## config.mk

```make
export PLATFORM = sky130hd
export DESIGN_NAME = dino_game_ctrl
export DESIGN_NICKNAME = d
export VERILOG_FILES = /design/src/rtl/dino_game_ctrl.sv
export SDC_FILE = /design/constraint.sdc
export NUM_CORES = 1
export LEC_CHECK = 0
export CORE_MARGIN = 5
export CORE_UTILIZATION = 58
export CTS_CLUSTER_DIAMETER = 100
export DETAILED_ROUTE_END_ITERATION = 10
export GPL_ROUTABILITY_DRIVEN = 0
export PLACE_DENSITY = 0.93
export SLEW_MARGIN = 10
export SYNTH_ARGS = -nofsm -noshare
export SYNTH_HDL_FRONTEND = slang
export SYNTH_SLANG_ARGS = --single-unit
```

## constraint.sdc

```tcl
create_clock -name CLK -period 3.2 [get_ports CLK]
set_input_delay 0.64 -clock CLK [delete_from_list [all_inputs] [get_ports CLK]]
set_output_delay 0.64 -clock CLK [all_outputs]
set_load 0.005 [all_outputs]
```

## src/rtl/dino_game_ctrl.sv

```systemverilog
// -----------------------------------------------------------------------------
// dino_game_ctrl
//
// Game-state controller for a side-scrolling "dinosaur" runner. A free-running
// divider produces one physics tick every TICK_DIV clocks. The dinosaur idles
// until the first button press, runs on the ground, and can jump. A jump rises
// by RISE_STEP per tick up to JUMP_PEAK, then falls by FALL_STEP per tick back
// to the ground. A collision reported by the renderer ends the game and
// freezes the height. The next press restarts the game from the ground.
//
// Optional feature macro: SCORE_EN
//   defined   : score counts physics ticks while the game is running
//               (saturating at 16383) and is cleared when a game restarts
//   undefined : score is tied to zero and no score counter exists
//
// Parameters
//   TICK_DIV  : clock cycles per physics tick (>= 2)
//   JUMP_PEAK : apex height of a jump (1..63)
//   RISE_STEP : height gained per tick while rising (1..63)
//   FALL_STEP : height lost per tick while falling (1..63)
//
// Ports
//   CLK             in   sole clock, rising edge
//   rst_n           in   synchronous active-low reset
//   button_jump     in   jump/start button level, synchronous to CLK
//   collision       in   obstacle overlap flag from the renderer
//   dinosaur_height out  [5:0]  height above ground (registered)
//   game_status     out  1 while running, rising or falling (registered)
//   game_over       out  1 while the game is over (registered)
//   score           out  [13:0] elapsed-tick score (registered)
// -----------------------------------------------------------------------------
module dino_game_ctrl #(
  parameter int TICK_DIV  = 250000,
  parameter int JUMP_PEAK = 40,
  parameter int RISE_STEP = 4,
  parameter int FALL_STEP = 2
) (
  input  logic        CLK,
  input  logic        rst_n,
  input  logic        button_jump,
  input  logic        collision,
  output logic [5:0]  dinosaur_height,
  output logic        game_status,
  output logic        game_over,
  output logic [13:0] score
);

  localparam int CNT_W = (TICK_DIV > 1) ? $clog2(TICK_DIV) : 1;

  typedef enum logic [2:0] {
    S_IDLE,
    S_RUN,
    S_RISE,
    S_FALL,
    S_OVER
  } state_t;

  state_t             r_state;
  state_t             w_state_nxt;
  logic [CNT_W-1:0]   r_tick_cnt;
  logic               w_tick;
  logic               r_btn_prev;
  logic               r_btn_arm;
  logic               w_edge;
  logic [5:0]         r_height;
  logic [5:0]         w_height_nxt;
  logic               r_status;
  logic               r_over;
  logic [6:0]         w_rise_sum;

  // Free-running physics tick divider
  assign w_tick = (r_tick_cnt == CNT_W'(TICK_DIV - 1));

  always_ff @(posedge CLK) begin
    if (!rst_n) begin
      r_tick_cnt <= '0;
    end else if (w_tick) begin
      r_tick_cnt <= '0;
    end else begin
      r_tick_cnt <= r_tick_cnt + CNT_W'(1);
    end
  end

  // Button edge detector. r_btn_arm stays clear after reset until the button
  // has been seen released, so a press held through reset never starts a game.
  assign w_edge = button_jump & ~r_btn_prev & r_btn_arm;

  always_ff @(posedge CLK) begin
    if (!rst_n) begin
      r_btn_prev <= 1'b0;
      r_btn_arm  <= 1'b0;
    end else begin
      r_btn_prev <= button_jump;
      if (!button_jump) begin
        r_btn_arm <= 1'b1;
      end
    end
  end

  // Rising sum is one bit wider so the clamp to JUMP_PEAK sees any overflow
  assign w_rise_sum = {1'b0, r_height} + 7'(RISE_STEP);

  always_ff @(posedge CLK) begin
    if (!rst_n) begin
      r_state <= S_IDLE;
    end else begin
      r_state <= w_state_nxt;
    end
  end

  // Collision is tested first in every airborne/ground state so it wins over
  // a simultaneous edge or tick and freezes the height where it is.
  always_comb begin
    w_state_nxt  = r_state;
    w_height_nxt = r_height;
    case (r_state)
      S_IDLE: begin
        w_height_nxt = 6'd0;
        if (w_edge) begin
          w_state_nxt = S_RUN;
        end
      end
      S_RUN: begin
        w_height_nxt = 6'd0;
        if (collision) begin
          w_state_nxt = S_OVER;
        end else if (w_edge) begin
          w_state_nxt = S_RISE;
        end
      end
      S_RISE: begin
        if (collision) begin
          w_state_nxt = S_OVER;
        end else if (w_tick) begin
          if (w_rise_sum >= 7'(JUMP_PEAK)) begin
            w_height_nxt = 6'(JUMP_PEAK);
            w_state_nxt  = S_FALL;
          end else begin
            w_height_nxt = w_rise_sum[5:0];
          end
        end
      end
      S_FALL: begin
        if (collision) begin
          w_state_nxt = S_OVER;
        end else if (w_tick) begin
          if (r_height <= 6'(FALL_STEP)) begin
            w_height_nxt = 6'd0;
            w_state_nxt  = S_RUN;
          end else begin
            w_height_nxt = r_height - 6'(FALL_STEP);
          end
        end
      end
      S_OVER: begin
        if (w_edge) begin
          w_state_nxt  = S_RUN;
          w_height_nxt = 6'd0;
        end
      end
      default: begin
        w_state_nxt  = S_IDLE;
        w_height_nxt = 6'd0;
      end
    endcase
  end

  // Status flags are decoded from the next state so they change together
  // with the state register.
  always_ff @(posedge CLK) begin
    if (!rst_n) begin
      r_height <= 6'd0;
      r_status <= 1'b0;
      r_over   <= 1'b0;
    end else begin
      r_height <= w_height_nxt;
      r_status <= (w_state_nxt == S_RUN) || (w_state_nxt == S_RISE) ||
                  (w_state_nxt == S_FALL);
      r_over   <= (w_state_nxt == S_OVER);
    end
  end

  assign dinosaur_height = r_height;
  assign game_status     = r_status;
  assign game_over       = r_over;

`ifdef SCORE_EN
  logic [13:0] r_score;
  logic        w_score_inc;
  logic        w_score_clr;

  // r_status is high exactly while the current state is RUN/RISE/FALL; a
  // collision in that cycle ends the game before the tick can count.
  assign w_score_inc = w_tick & r_status & ~collision;
  assign w_score_clr = (r_state == S_OVER) & w_edge;

  always_ff @(posedge CLK) begin
    if (!rst_n) begin
      r_score <= 14'd0;
    end else if (w_score_clr) begin
      r_score <= 14'd0;
    end else if (w_score_inc && (r_score != 14'h3FFF)) begin
      r_score <= r_score + 14'd1;
    end
  end

  assign score = r_score;
`else
  assign score = 14'd0;
`endif

endmodule

```

==> flow_summary.ini <==
[floorplanning]
dieArea_sq_um = 4255
core_sq_um = 2978
initial_core_util_pct = 59.41
rows = 20
fp.dieH_microns = 65.23
die_w_microns = 65.23
num_io_pins = 26

[worst_setup_path]
r2r_end = dinosaur_height[5]
critPathCaptureType = flip-flop
critPathMaxStageDelay_ps = 450
ff2ff_setup_slack_ps = 1090
r2r-start = dinosaur_height[2]
worstSetupPathType = reg2reg
worstSetupStartpointType = flip-flop
cp_max_fo = 6
arrival_ps = 2360
cp_cell_sequence = inv_1, ha_1, a21bo_2, a21boi_0, or4_1, o32a_1, o31ai_1
required_ps = 3450
reg2reg_depth = 7
critPathSlowestCell = dfxtp_1

[sta]
rsz0062_at_grt = false
fin_crit_sh_pct = 66.02
tns_ps = 0
final_hold_viol_count = 0
hold_ws_ps = 444.7
worst_pin_slew_ps = 1074
timing.slew.headroom_pct = 27.89
max_freq_mhz = 473.3
layout_setup_ws_ps = 1087
finalClockSkew_ps = 4.327
fin_crit_ps = 2113
slew_viol_final = 0
setup_viol = 0

[logic_synthesis]
synth.area.top_cells = dfxtp_1 (34%), buf_4 (6.4%), nor2_1 (5.5%), ha_1 (5.0%), xor2_1 (5.0%)
synth_flop_cell = dfxtp_1
synth_top_area_cell = dfxtp_1
yosys.cell_count.top_type = dfxtp_1
netlist_area_sq_um = 1769
yosysSeqAreaShare_pct = 33.95
yosysWarnings = 0
synth_top_area_share_pct = 33.95
async_flop_share_pct = 0
synth-seq-cells = 30
ys_types = 54
netlist_top_cells_count = dfxtp_1 (30), nor2_1 (26), buf_4 (15), nand2_1 (12)
synth_cells = 209
synth_edf_count = 0
syn_avg_cell_area_sq_um = 8.465

[cts]
postCtsResizedCells = 0
cts-hold-fix-buffers = 0
cts_tree = done
clockBufferDepth = 2
cts_sinks = 30
cts_made_buffers = 5
cts-htree-levels = 2
cts-root-buf = clkbuf_4
cts.clk_slew.worst_paths_ps = 90
insertion_delay_ps = 330
post_cts_buffers = 0

[routing]
drcViolationCount = 0
wl_per_cell_microns = 12.92
dr.pass1.iters = 4
drt-initial-drc-count = 78
vias = 1442
final_antenna_net_count = 0
via_per_inst = 5.700
drt-total-wl_microns = 3268

[worst_hold_path]
holdPathStages = 1
holdPathEnd = r_tick_cnt[0]
worstHoldPathType = reg2reg
hp-start = r_tick_cnt[0]

[grt]
grt_pass1_wl_microns = 5692
grt_pass1_vias = 1315
grt_max_degree = 18
grtUsageTotal_pct = 17.00
antenna_found_initial = 0
grt_overflow = 0

[pwr]
p_leak_nw = 0.7280
p_switching_mw = 0.1526
pwr-share-seq_pct = 52.9
power.density_nw_per_um2 = 380.5
irDropWorstVdd_mv = 0.3033
power_frac_clock_pct = 42.4
p_int_mw = 0.5743
comb_power_share_pct = 4.7
power_switching_share_pct = 21.00

[finish]
insertedDiodeCount = 0
stdcell_area_sq_um = 1911
drive_gt1_share_pct = 6.818
syn2layout_area_growth_pct = 7.991
nFillCells = 267
utilization_pct = 64.16
nets = 231

[run_status]
status = finished, final reports clean

[placement]
portBuffers = 10
hpwl_microns = 2485
dp_worst_setup_slack_ps = 959.0
placed_cell_area_sq_um = 1829

[flow_run]
maxCapViolCount = 0
[layout make-up]
type	instances	area [sq um]	area share, %
timing repair buffer	10	100.1	5.239
clock inverter	1	30.03	1.572
inverter	11	41.29	2.161
sequential	30	600.6	31.43
tap	33	41.29	2.161
multi-input combinational	162	1046	54.75
clock buffer	6	51.30	2.685
[cells in the final DEF, fill, tap and decap left out, types with 2 or more instances in the layout]
master and instances:
a211oi_1 2, inv_1 10, xnor2_1 3, nor3b_1 2, xor2_1 10, nor4b_2 2
nor2b_1 2, mux2i_1 2, nand3_1 8, o311ai_0 2, a21oi_1 9, conb_1 15
and3_1 3, dfxtp_1 30, or3_1 3, nand4_1 5, and2_1 5, clkbuf_4 5
or2_1 2, and4_1 4, o21ai_0 6, ha_1 7, nand2_1 12, o31ai_1 3
nor2_1 26, nand3b_1 2, clkdlybuf4s50_1 10, nand2b_1 3
[power by group through the flow]
stage / clock (mW) / sequential [mW] / combinational, mW
2_1_floorplan: 0 / 0.392 / 0.0369
3_3_place_gp: 0 / 0.393 / 0.0328
3_5_place_dp: 0 / 0.394 / 0.0336
4_1_cts: 0.317 / 0.385 / 0.0338
5_1_grt: 0.333 / 0.386 / 0.0385
6_report: 0.308 / 0.385 / 0.0339
[how the worst max path moves through the flow]
| stage | from | endpoint | slack [ps] |
|---|---|---|---|
| after global placement | button_jump | dinosaur_height[5] | 980 |
| after CTS | r_tick_cnt[11] | r_tick_cnt[12] | 1100 |
| after floorplan | dinosaur_height[2] | dinosaur_height[5] | 1290 |
| after global routing | dinosaur_height[2] | dinosaur_height[4] | 880 |
| after detailed placement | button_jump | game_status | 960 |
| final | dinosaur_height[2] | dinosaur_height[5] | 1090 |
[worst max-delay path: cells and delay by family, from the launching register on]
kind / cells / cell delay [ps]
AOI/OAI and AO/OA: 4 / 790
adders and majority gates: 1 / 220
buffers and inverters: 1 / 150
DFF: 1 / 450
and+or+nand+nor: 1 / 430
[routing by layer]
metal / global-route usage, % / vias to the layer above / share of wire [%] / routed length, microns
li1: - / 731 / - / -
met1: 20.23 / 677 / 44 / 1446
met2: 27.56 / 27 / 50 / 1634
met3: 5.983 / 7 / 4.3 / 142
met4: 7.254 / 0 / 1.3 / 44
met5: 0 / - / 0 / 0
[sequential cells by signal (all words and copies together) (netlist names)]
signal           flops
r_btn_arm            1
game_status          1
game_over            1
r_tick_cnt          18
dinosaur_height      5
r_btn_prev           1
r_state              3
[through the flow]
stage	power, mW	std cells
after global placement	0.4259	246
after global routing	0.7581	253
after CTS	0.7357	253
after floorplan	0.4294	223
after detailed placement	0.4271	246
final	0.7269	253
[cell families after synthesis]
kind of cell,count (synthesis),synth area share [%]
xor gates and xnor gates,13,6.436
other,1,0.2120
DFF,30,33.95
muxes,3,1.768
and+or+nand+nor,87,28.36
adders and majority gates,7,4.950
buffers and inverters,31,9.901
AOI/OAI and AO/OA,37,14.43
(Power assumes the default switching activity.)
